--- src/rtl/stack_seq_pkg.sv ---
// Shared definitions for the stack-operation sequencer: operation codes,
// FSM state encodings, the SP reset value and a small op classifier.
package stack_seq_pkg;

  typedef enum logic [1:0] {
    OP_PUSH = 2'b00,
    OP_POP  = 2'b01,
    OP_CALL = 2'b10,
    OP_RET  = 2'b11
  } op_t;

  typedef enum logic [2:0] {
    ST_IDLE  = 3'd0,
    ST_CHECK = 3'd1,
    ST_ADJ   = 3'd2,
    ST_MEM   = 3'd3,
    ST_FAULT = 3'd4,
    ST_BERR  = 3'd5,
    ST_DONE  = 3'd6
  } state_t;

  localparam logic [15:0] SP_RESET = 16'h0000;

  // PUSH and CALL grow the stack (write); POP and RET shrink it (read).
  function automatic logic is_write(input op_t o);
    return (o == OP_PUSH) || (o == OP_CALL);
  endfunction

endpackage

--- src/rtl/stack_seq_bus_timer.sv ---
// Memory wait-state counter. 'expired' is asserted combinationally during the
// TIMEOUT-th consecutive enabled cycle, so the owner can leave on that edge.
// TIMEOUT = 0 disables expiry (wait forever).
module bus_timer #(
  parameter int unsigned TIMEOUT = 16
) (
  input  logic clk,
  input  logic reset,
  input  logic clear,
  input  logic enable,
  output logic expired
);

  localparam logic [8:0] TIMEOUT_9 = 9'(TIMEOUT);

  logic [7:0] count;

  // Count enabled cycles; clear has priority over enable.
  always_ff @(posedge clk) begin
    if (reset || clear) begin
      count <= 8'd0;
    end else if (enable) begin
      count <= count + 8'd1;
    end
  end

  // Expiry fires on the cycle that would make the count reach TIMEOUT.
  always_comb begin
    expired = 1'b0;
    if (TIMEOUT != 0 && enable && (({1'b0, count} + 9'd1) == TIMEOUT_9)) begin
      expired = 1'b1;
    end
  end

endmodule

--- src/rtl/stack_seq.sv ---
// Stack-operation sequencer in front of the 16-bit stack pointer register.
// Executes PUSH/POP/CALL/RET as CHECK -> ADJ -> MEM -> DONE, with an
// overflow/underflow check before the SP is touched and a bus timeout in MEM.
// Handshake: an op is accepted on a posedge where op_valid && op_ready;
// op_ready is high only in IDLE, and requests at other times are ignored.
module stack_seq
  import stack_seq_pkg::*;
#(
  parameter logic [15:0] STACK_LIMIT = 16'hFF00,
  parameter int unsigned TIMEOUT     = 16
) (
  input  logic        clk,
  input  logic        reset,
  input  logic        op_valid,
  input  logic [1:0]  op,
  input  logic [15:0] op_data,
  input  logic [15:0] pc_in,
  output logic        op_ready,
  output logic        done,
  output logic        fault,
  output logic        bus_err,
  output logic [15:0] result,
  output logic [15:0] pc_out,
  output logic        pc_load,
  input  logic [15:0] sp_val,
  output logic        sp_read,
  output logic        sp_push,
  output logic        sp_pop,
  output logic [15:0] mem_addr,
  output logic [15:0] mem_wdata,
  input  logic [15:0] mem_rdata,
  output logic        mem_we,
  output logic        mem_re,
  input  logic        mem_ack,
  output logic [2:0]  dbg_state
);

  state_t      state, state_nx;
  op_t         op_r;
  logic [15:0] data_r;
  logic [15:0] pc_r;
  logic [15:0] addr_r;
  logic [15:0] wdata_r;
  logic        chk_fail;
  logic        tmr_clear;
  logic        tmr_en;
  logic        tmr_expired;

  assign dbg_state = state;
  assign mem_addr  = addr_r;
  assign mem_wdata = wdata_r;

  // Stack bound check on the SP value sampled in CHECK.
  assign chk_fail = is_write(op_r) ? (sp_val == STACK_LIMIT) : (sp_val == SP_RESET);

  // Timer runs only while waiting in MEM; any other state or an ack clears it.
  assign tmr_en    = (state == ST_MEM) && !mem_ack;
  assign tmr_clear = (state != ST_MEM) || mem_ack;

  bus_timer #(.TIMEOUT(TIMEOUT)) u_timer (
    .clk     (clk),
    .reset   (reset),
    .clear   (tmr_clear),
    .enable  (tmr_en),
    .expired (tmr_expired)
  );

  // State register.
  always_ff @(posedge clk) begin
    if (reset) state <= ST_IDLE;
    else       state <= state_nx;
  end

  // Next-state logic and Moore-style strobes.
  always_comb begin
    state_nx = state;
    op_ready = 1'b0;
    done     = 1'b0;
    fault    = 1'b0;
    bus_err  = 1'b0;
    pc_load  = 1'b0;
    sp_read  = 1'b0;
    sp_push  = 1'b0;
    sp_pop   = 1'b0;
    mem_we   = 1'b0;
    mem_re   = 1'b0;
    case (state)
      ST_IDLE: begin
        op_ready = 1'b1;
        if (op_valid) state_nx = ST_CHECK;
      end
      ST_CHECK: begin
        sp_read  = 1'b1;
        state_nx = chk_fail ? ST_FAULT : ST_ADJ;
      end
      ST_FAULT: begin
        fault    = 1'b1;
        done     = 1'b1;
        state_nx = ST_IDLE;
      end
      ST_ADJ: begin
        sp_push  = is_write(op_r);
        sp_pop   = !is_write(op_r);
        state_nx = ST_MEM;
      end
      ST_MEM: begin
        mem_we = is_write(op_r);
        mem_re = !is_write(op_r);
        if (mem_ack)          state_nx = ST_DONE;
        else if (tmr_expired) state_nx = ST_BERR;
      end
      ST_BERR: begin
        bus_err  = 1'b1;
        done     = 1'b1;
        state_nx = ST_IDLE;
      end
      ST_DONE: begin
        done     = 1'b1;
        pc_load  = (op_r == OP_CALL) || (op_r == OP_RET);
        state_nx = ST_IDLE;
      end
      default: state_nx = ST_IDLE;
    endcase
  end

  // Operation latch, address/data setup in CHECK and result capture on ack.
  always_ff @(posedge clk) begin
    if (reset) begin
      op_r    <= OP_PUSH;
      data_r  <= 16'h0000;
      pc_r    <= 16'h0000;
      addr_r  <= 16'h0000;
      wdata_r <= 16'h0000;
      result  <= 16'h0000;
      pc_out  <= 16'h0000;
    end else begin
      case (state)
        ST_IDLE: begin
          if (op_valid) begin
            op_r   <= op_t'(op);
            data_r <= op_data;
            pc_r   <= pc_in;
          end
        end
        ST_CHECK: begin
          if (!chk_fail) begin
            if (is_write(op_r)) begin
              addr_r  <= sp_val - 16'd1;
              wdata_r <= (op_r == OP_CALL) ? pc_r : data_r;
            end else begin
              addr_r <= sp_val;
            end
          end
        end
        ST_MEM: begin
          if (mem_ack) begin
            case (op_r)
              OP_POP:  result <= mem_rdata;
              OP_RET:  pc_out <= mem_rdata;
              OP_CALL: pc_out <= data_r;
              default: ;
            endcase
          end
        end
        default: ;
      endcase
    end
  end

endmodule

--- config.mk ---
export PLATFORM = sky130hd
export DESIGN_NAME = stack_seq
export DESIGN_NICKNAME = d
export VERILOG_FILES = /design/src/rtl/stack_seq_pkg.sv /design/src/rtl/stack_seq_bus_timer.sv /design/src/rtl/stack_seq.sv
export SDC_FILE = /design/constraint.sdc
export NUM_CORES = 1
export LEC_CHECK = 0
export CAP_MARGIN = 10
export CELL_PAD_IN_SITES_DETAIL_PLACEMENT = 1
export CELL_PAD_IN_SITES_GLOBAL_PLACEMENT = 1
export CORE_MARGIN = 3
export CORE_UTILIZATION = 37
export DETAILED_ROUTE_END_ITERATION = 7
export PLACE_DENSITY_LB_ADDON = 0.1
export RECOVER_POWER = 50
export SYNTH_ARGS = -nofsm -noshare
export SYNTH_HDL_FRONTEND = slang
export SYNTH_HIERARCHICAL = 1
export SYNTH_SLANG_ARGS = --single-unit
--- constraint.sdc ---
create_clock -name clk -period 3.4 [get_ports clk]
set_input_delay 0.51 -clock clk [delete_from_list [all_inputs] [get_ports clk]]
set_output_delay 0.51 -clock clk [all_outputs]
set_load 0.02 [all_outputs]
==> metrics.txt, run 1 <==
# TYPE chip_impl_metric gauge
chip_impl_info{name="outcome",value="finished with violations"} 1
chip_impl_info{name="violations",value="max-capacitance violations, max-slew violations"} 1
chip_impl_metric{name="synth-seq-cells",unit=""} 109
chip_impl_metric{name="synth_top_cell_area_share",unit="%"} 45.6
chip_impl_metric{name="diodes",unit=""} 0
chip_impl_metric{name="hold_violations",unit=""} 0
chip_impl_metric{name="place_area",unit="sq um"} 6380
chip_impl_metric{name="drc",unit=""} 0
chip_impl_metric{name="detailedRoute.firstPassIterationCount",unit=""} 4
chip_impl_info{name="most_common_cell_after_layout_fill_and_taps_aside",value="dfxtp_1"} 1
chip_impl_metric{name="report.final.slew_viol_count",unit=""} 35
chip_impl_info{name="layout_common_cells",value="109 x dfxtp_1, 98 x clkdlybuf4s50_1, 81 x nor2_1, 79 x nand2_1, 51 x mux2i_1"} 1
chip_impl_metric{name="power_leakage",unit="nW"} 2.56
chip_impl_metric{name="synth_nets",unit=""} 611
chip_impl_metric{name="drt_iter0_drc",unit=""} 231
chip_impl_metric{name="fp.coreArea",unit="sq um"} 12300
chip_impl_info{name="cts-root-buf",value="clkbuf_16"} 1
chip_impl_metric{name="clk_transition_reported_paths",unit="ps"} 70
chip_impl_metric{name="final_util",unit="%"} 54.0
chip_impl_metric{name="grt_overflow",unit=""} 0
chip_impl_metric{name="max_slew.worst_pin.slew",unit="ps"} 1570
chip_impl_metric{name="ctsHtreeMaxLevel",unit=""} 3
chip_impl_metric{name="chipWidth",unit="um"} 120
chip_impl_metric{name="area_delta_synth_final",unit="%"} 38.9
chip_impl_metric{name="yosys.cell_types.count",unit=""} 48
chip_impl_metric{name="io_pins",unit=""} 147
chip_impl_metric{name="first_global_vias",unit=""} 4525
chip_impl_metric{name="detail_route.wl_per_cell",unit="um"} 16.9
chip_impl_metric{name="seq_area_frac_synth",unit="%"} 45.6
chip_impl_metric{name="area_of_the_multi_input_gates",unit="sq um"} 2440
chip_impl_metric{name="cts.sinks",unit=""} 109
chip_impl_metric{name="vias",unit=""} 4294
chip_impl_metric{name="last_weighted_congestion_value_of_the_routability_driven_placer",unit=""} 0.818
chip_impl_metric{name="synth_warnings",unit=""} 6
chip_impl_metric{name="grt_pass1_wl",unit="um"} 23100
chip_impl_info{name="post_synth_main_area_contributors",value="dfxtp_1 46%, mux2i_1 11%, nor2_1 6.5%"} 1
chip_impl_metric{name="cts.hold.buffers_added",unit=""} 0
chip_impl_info{name="hold_path.class",value="reg2reg"} 1
chip_impl_metric{name="regArea",unit="sq um"} 2180
chip_impl_metric{name="groute.usage.overall",unit="%"} 20.1
chip_impl_metric{name="start_util",unit="%"} 38.8
chip_impl_info{name="unrepaired_setup_endpoints_after_global_routing",value="no"} 1
chip_impl_metric{name="min_period",unit="ps"} 2690
chip_impl_info{name="tritoncts",value="built"} 1
chip_impl_metric{name="synth_area",unit="sq um"} 4780
chip_impl_metric{name="numCtsBuffers",unit=""} 9
chip_impl_metric{name="clock_insertion_delay_worst_skew",unit="ps"} 350
chip_impl_metric{name="finalCritPeriodShare",unit="%"} 79.1
chip_impl_metric{name="required",unit="ps"} 2890
chip_impl_metric{name="largest_fanout_of_any_net_on_the_critical_path",unit=""} 12
chip_impl_metric{name="synth_enable_flop_cells",unit=""} 0
chip_impl_metric{name="cts-resized-gates",unit=""} 0
chip_impl_metric{name="setup_viol",unit=""} 0
chip_impl_metric{name="postSynthAreaPerCell",unit="sq um"} 8.89
chip_impl_metric{name="irDropWorstVdd",unit="mV"} 0.314
chip_impl_metric{name="power.density",unit="nW/um^2"} 448
chip_impl_metric{name="post_cts_setup_inserts",unit=""} 0
chip_impl_metric{name="worst_ep_arrival",unit="ps"} 2180
chip_impl_metric{name="postRouteWirelength",unit="um"} 14200
chip_impl_metric{name="fin_tns_setup",unit="ps"} 0
chip_impl_metric{name="nNetsFinal",unit=""} 739
chip_impl_metric{name="fin_worst_skew",unit="ps"} 6.06
chip_impl_metric{name="stdcell_area",unit="sq um"} 6640
chip_impl_metric{name="design.die.area",unit="sq um"} 14300
chip_impl_info{name="yosysTopAreaCell",value="dfxtp_1"} 1
chip_impl_info{name="synth_ff_type",value="dfxtp_1"} 1
chip_impl_metric{name="fin_total_pwr",unit="W"} 0.00297
chip_impl_metric{name="maxCapViolCount",unit=""} 1
chip_impl_metric{name="grt_start_max_net_pins",unit=""} 75
chip_impl_info{name="cp-start-kind",value="flip-flop"} 1
chip_impl_metric{name="antenna_violations_before_repair",unit=""} 0
chip_impl_metric{name="cts_buffer_depth",unit=""} 2
chip_impl_metric{name="syn-instance-count",unit=""} 538
chip_impl_metric{name="ys_async_rst_share",unit="%"} 0
chip_impl_metric{name="y_dimension_of_the_die",unit="um"} 120
chip_impl_metric{name="port-buffer-count",unit=""} 146
chip_impl_metric{name="floorplan.rows",unit=""} 40
chip_impl_metric{name="slew-limit-headroom",unit="%"} -4.67
chip_impl_metric{name="hpwlAfterDp",unit="um"} 10300
chip_impl_info{name="path_class",value="reg2out"} 1
chip_impl_metric{name="drtAntennaViolNets",unit=""} 0
chip_impl_metric{name="fraction_of_layout_instances_using_a_drive_strength_above_1",unit="%"} 7.46
chip_impl_metric{name="maxClockFrequency",unit="GHz"} 0.372
chip_impl_metric{name="number_of_fill_cells",unit=""} 1427
chip_impl_info{name="setup.worst_path.end_class",value="output port"} 1
chip_impl_metric{name="drt-vias-per-instance",unit=""} 5.12
chip_impl_metric{name="final.hold.worst_slack",unit="ps"} 453
-- synthesized netlist by cell type (3+ instances only) --
cell type	instances
a211oi_2	9
dfxtp_1	109
mux2i_1	51
nor4_1	4
or3_1	4
or2_2	3
nand4_1	5
a211oi_1	40
xor2_1	9
a21oi_1	38
clkbuf_1	30
nand2b_1	5
nand3_1	3
buf_2	7
xnor2_1	12
nor2_1	83
o21ai_0	3
nand2_1	79
ha_1	3
inv_1	4
nor2b_1	3
-- cell families after synthesis --
group | count (synthesis) | share of synthesized area (%)
mux | 51 | 10.7
simple gates | 217 | 21.6
buf+inv | 43 | 3.79
xor+xnor | 21 | 3.85
fa+ha+maj | 3 | 0.785
flops | 109 | 45.6
compound gates | 94 | 13.7
-- power by group --
| part | internal [W] | leakage [nW] | switching (W) | total, W |
|---|---|---|---|---|
| registers | 0.00136 | 0.888 | 0.0000650 | 0.00142 |
| clock network | 0.000499 | 0.123 | 0.000475 | 0.000975 |
| logic | 0.000268 | 1.55 | 0.000309 | 0.000576 |
-- critical path, stage by stage (launching register included) --
cell and delay [ps]:
dfxtp_1 570, nor2b_1 350, nand2_1 180, nor2_1 130, clkdlybuf4s50_1 620
-- flip-flops by register name, summed over array words and instances (netlist names) --
signal and flops:
data_r 16, op_r 2, pc_r 16, result 16, pc_out 16, u_timer/count 8, mem_wdata 16, dbg_state 3
mem_addr 16
-- metrics by stage --
stage / cells / setup slack (ps)
after detailed placement: 823 / 462
final: 838 / 710
after CTS: 838 / 703
after floorplan: 538 / 1170
after global placement: 823 / 557
after global routing: 838 / 546
-- layer usage --
metal | vias up | share of wire, % | global-route usage [%]
met1 | 2057 | 40 | 22.1
met2 | 115 | 52 | 37.5
met3 | 11 | 6.2 | 6.55
met4 | 0 | 1.3 | 4.44
li1 | 2111 | - | -
met5 | - | 0 | 0
-- worst paths after layout --
kind / slack [ps] / end / startpoint / cells past startpoint
max: 710 / mem_we / dbg_state[1] / 4
min: 450 / pc_r[6] / pc_r[6] / 2
max reg2reg: 780 / op_r[1] / dbg_state[1] / 5
min reg2reg: 450 / pc_r[6] / pc_r[6] / 2
-- final cells by class --
type | instances | share of cell area, %
tap | 168 | 3.16
timing repair buffer | 156 | 23.0
clock inverter | 4 | 0.490
clock buffer | 11 | 3.50
sequential | 109 | 32.8
multi-input combinational | 386 | 36.8
inverter | 4 | 0.226
(Power assumes the default switching activity.)
==> run 2: changes to the inputs <==
CORE_UTILIZATION = 34   (was 37)
clock period = 2.57 ns   (was 3.4 ns; I/O delays follow)
==> metrics.txt, run 2 (synthesis gave the netlist of run 1 again) <==
# TYPE chip_impl_metric gauge
chip_impl_metric{name="final.hold.worst_slack",unit="ps"} 456
chip_impl_metric{name="worst_hold_path_cells",unit=""} 2
chip_impl_metric{name="final_util",unit="%"} 50.5
chip_impl_metric{name="timing.reg2reg.setup_slack",unit="ps"} 290
chip_impl_info{name="worst_r2r_startpoint",value="op_r[0]"} 1
chip_impl_metric{name="worst-path-buf-inv",unit=""} 2
chip_impl_metric{name="last_weighted_congestion_value_of_the_routability_driven_placer",unit=""} 0.805
chip_impl_info{name="hold_path.class",value="reg2reg"} 1
chip_impl_metric{name="report.final.slew_viol_count",unit=""} 0
chip_impl_metric{name="grt_pass1_wl",unit="um"} 23800
chip_impl_metric{name="y_dimension_of_the_die",unit="um"} 125
chip_impl_metric{name="cellInternalPower",unit="W"} 0.00294
chip_impl_metric{name="critical_path_cell_count",unit=""} 4
chip_impl_metric{name="ctsHtreeMaxLevel",unit=""} 3
chip_impl_metric{name="maxClockFrequency",unit="GHz"} 0.423
chip_impl_metric{name="stdcell_area",unit="sq um"} 6820
chip_impl_metric{name="io_pins",unit=""} 147
chip_impl_metric{name="power_frac_clock",unit="%"} 34.7
chip_impl_metric{name="number_of_fill_cells",unit=""} 1563
chip_impl_metric{name="irDropWorstVdd",unit="mV"} 0.395
chip_impl_metric{name="placedCellCount",unit=""} 844
chip_impl_metric{name="drt-vias-per-instance",unit=""} 5.01
chip_impl_metric{name="nNetsFinal",unit=""} 752
chip_impl_metric{name="fp.coreArea",unit="sq um"} 13500
chip_impl_metric{name="finish.cell_count_without_fillers",unit=""} 860
chip_impl_metric{name="drt_iter0_drc",unit=""} 188
chip_impl_info{name="tritoncts",value="built"} 1
chip_impl_metric{name="first_global_vias",unit=""} 4560
chip_impl_metric{name="worst_ep_arrival",unit="ps"} 1980
chip_impl_info{name="layout_common_cells",value="108 x dfxtp_1, 81 x nor2_1, 80 x clkdlybuf4s50_1, 79 x nand2_1, 65 x dlygate4sd3_1"} 1
chip_impl_info{name="holdPathEnd",value="pc_r[6]"} 1
chip_impl_metric{name="hpwlAfterDp",unit="um"} 10600
chip_impl_metric{name="power.density",unit="nW/um^2"} 600
chip_impl_metric{name="drc",unit=""} 0
chip_impl_metric{name="required",unit="ps"} 2180
chip_impl_metric{name="largest_fanout_of_any_net_on_the_critical_path",unit=""} 9
chip_impl_info{name="unrepaired_setup_endpoints_after_global_routing",value="no"} 1
chip_impl_metric{name="cts_buffer_depth",unit=""} 2
chip_impl_metric{name="grt_overflow",unit=""} 0
chip_impl_metric{name="min_period",unit="ps"} 2370
chip_impl_metric{name="numCtsBuffers",unit=""} 9
chip_impl_metric{name="start_util",unit="%"} 35.4
chip_impl_metric{name="clk_transition_reported_paths",unit="ps"} 70
chip_impl_metric{name="clock_insertion_delay_worst_skew",unit="ps"} 350
chip_impl_metric{name="area_delta_synth_final",unit="%"} 42.6
chip_impl_metric{name="place_area",unit="sq um"} 6530
chip_impl_metric{name="max_slew.worst_pin.slew",unit="ps"} 1200
chip_impl_metric{name="diodes",unit=""} 0
chip_impl_metric{name="antenna_violations_before_repair",unit=""} 0
chip_impl_info{name="path_delay_family",value="buffers and inverters"} 1
chip_impl_metric{name="vias",unit=""} 4310
chip_impl_info{name="path_class",value="reg2out"} 1
chip_impl_metric{name="floorplan.rows",unit=""} 42
chip_impl_metric{name="detail_route.wl_per_cell",unit="um"} 16.9
chip_impl_metric{name="maxCapViolCount",unit=""} 0
chip_impl_info{name="cp-start-kind",value="flip-flop"} 1
chip_impl_metric{name="drtAntennaViolNets",unit=""} 0
chip_impl_metric{name="slew-limit-headroom",unit="%"} 19.8
chip_impl_metric{name="fin_worst_skew",unit="ps"} 6.24
chip_impl_info{name="most_common_cell_after_layout_fill_and_taps_aside",value="dfxtp_1"} 1
chip_impl_metric{name="detailedRoute.firstPassIterationCount",unit=""} 4
chip_impl_metric{name="cts.hold.buffers_added",unit=""} 0
chip_impl_metric{name="pwr-share-seq",unit="%"} 45.7
chip_impl_metric{name="chipWidth",unit="um"} 125
chip_impl_info{name="cts-root-buf",value="clkbuf_16"} 1
chip_impl_metric{name="max_stage_delay",unit="ps"} 600
chip_impl_info{name="setup.worst_path.end_class",value="output port"} 1
chip_impl_metric{name="fin_total_pwr",unit="W"} 0.00409
chip_impl_metric{name="grt_start_max_net_pins",unit=""} 56
chip_impl_metric{name="groute.usage.overall",unit="%"} 18.9
chip_impl_metric{name="fraction_of_layout_instances_using_a_drive_strength_above_1",unit="%"} 9.80
chip_impl_metric{name="power.switching_fraction",unit="%"} 28.2
chip_impl_info{name="hp-start",value="pc_r[6]"} 1
chip_impl_metric{name="count_of_cells_along_the_worst_register_to_register_path",unit=""} 6
chip_impl_metric{name="design.die.area",unit="sq um"} 15500
chip_impl_metric{name="port-buffer-count",unit=""} 146
chip_impl_metric{name="switchingPower",unit="W"} 0.00115
chip_impl_metric{name="postRouteWirelength",unit="um"} 14500
chip_impl_info{name="slowest_stage",value="clkdlybuf4s50_1"} 1
chip_impl_metric{name="power_leakage",unit="nW"} 2.72
chip_impl_metric{name="cts.sinks",unit=""} 109
chip_impl_info{name="critical_path.cell_chain",value="nand2b_1, or2_2, inv_1, clkdlybuf4s50_1"} 1
chip_impl_metric{name="finalCritPeriodShare",unit="%"} 92.1
chip_impl_metric{name="power.combinational.fraction",unit="%"} 19.5
chip_impl_metric{name="hold_violations",unit=""} 0
chip_impl_info{name="outcome",value="completed"} 1
chip_impl_info{name="worstReg2RegEnd",value="result[1]"} 1
chip_impl_metric{name="setup_viol",unit=""} 0
[run 2: cell types whose count changed in the layout (fill, tap and decap cells not counted), moves of 3 or more]
cell | previous run | this run
buf_12 | 0 | 3
buf_4 | 9 | 17
clkbuf_2 | 0 | 3
clkdlybuf4s50_1 | 98 | 80
dlygate4sd3_1 | 47 | 65
[run 2: routing by layer]
layer	vias to the layer above	share of wire, %	wire length [um]	global-route usage (%)
li1	2151	-	-	-
met1	2045	39	5690	20.5
met2	98	53	7620	34.6
met3	16	6.0	871	6.65
met4	0	2.1	310	5.48
met5	-	0	0	0
[run 2: worst max path at each step]
stage	startpoint	to	slack [ps]
6_report	dbg_state[2]	sp_read	200
5_1_grt	op_r[0]	result[8]	70
4_1_cts	dbg_state[0]	sp_read	50
3_5_place_dp	sp_val[0]	mem_addr[7]	-70
3_3_place_gp	sp_val[0]	mem_addr[6]	50
2_1_floorplan	dbg_state[1]	u_timer/count[6]	340
[run 2: stage by stage]
stage / setup slack [ps] / setup TNS [ps]
after CTS: 47.3 / 0
after detailed placement: -71.0 / -803
final: 204 / 0
after global placement: 52.3 / 0
after floorplan: 336 / 0
after global routing: 70.5 / 0
[run 2: tightest hold or removal path, cell delays in order (launching register included)]
cell and delay [ps]:
dfxtp_1 310, nand2_1 50, a21oi_1 50
[run 2: area by class of cell]
cell class,count,area (sq um),share of cell area [%]
multi-input cells,386,2440,35.8
flip-flops and latches,109,2180,32.0
repair buffers,169,1660,24.3
clock buffers,10,229,3.36
well taps,176,220,3.23
clock inverters,6,68.8,1.01
inverters,4,15.0,0.220
[run 2: power groups by stage]
stage                     registers (W)  logic (W)  clock network [W]
after detailed placement        0.00192   0.000830                  0
final                           0.00187   0.000798            0.00142
after global routing            0.00189   0.000871            0.00154
after global placement          0.00191   0.000804                  0
after floorplan                 0.00196   0.000359                  0
after CTS                       0.00188   0.000834            0.00147
[run 2: timing repair]
item / 4_1_cts / 5_1_grt
buffers inserted: 0 / 0
endpoints found under the setup margin: 0 / 1
resized for setup: 0 / 1
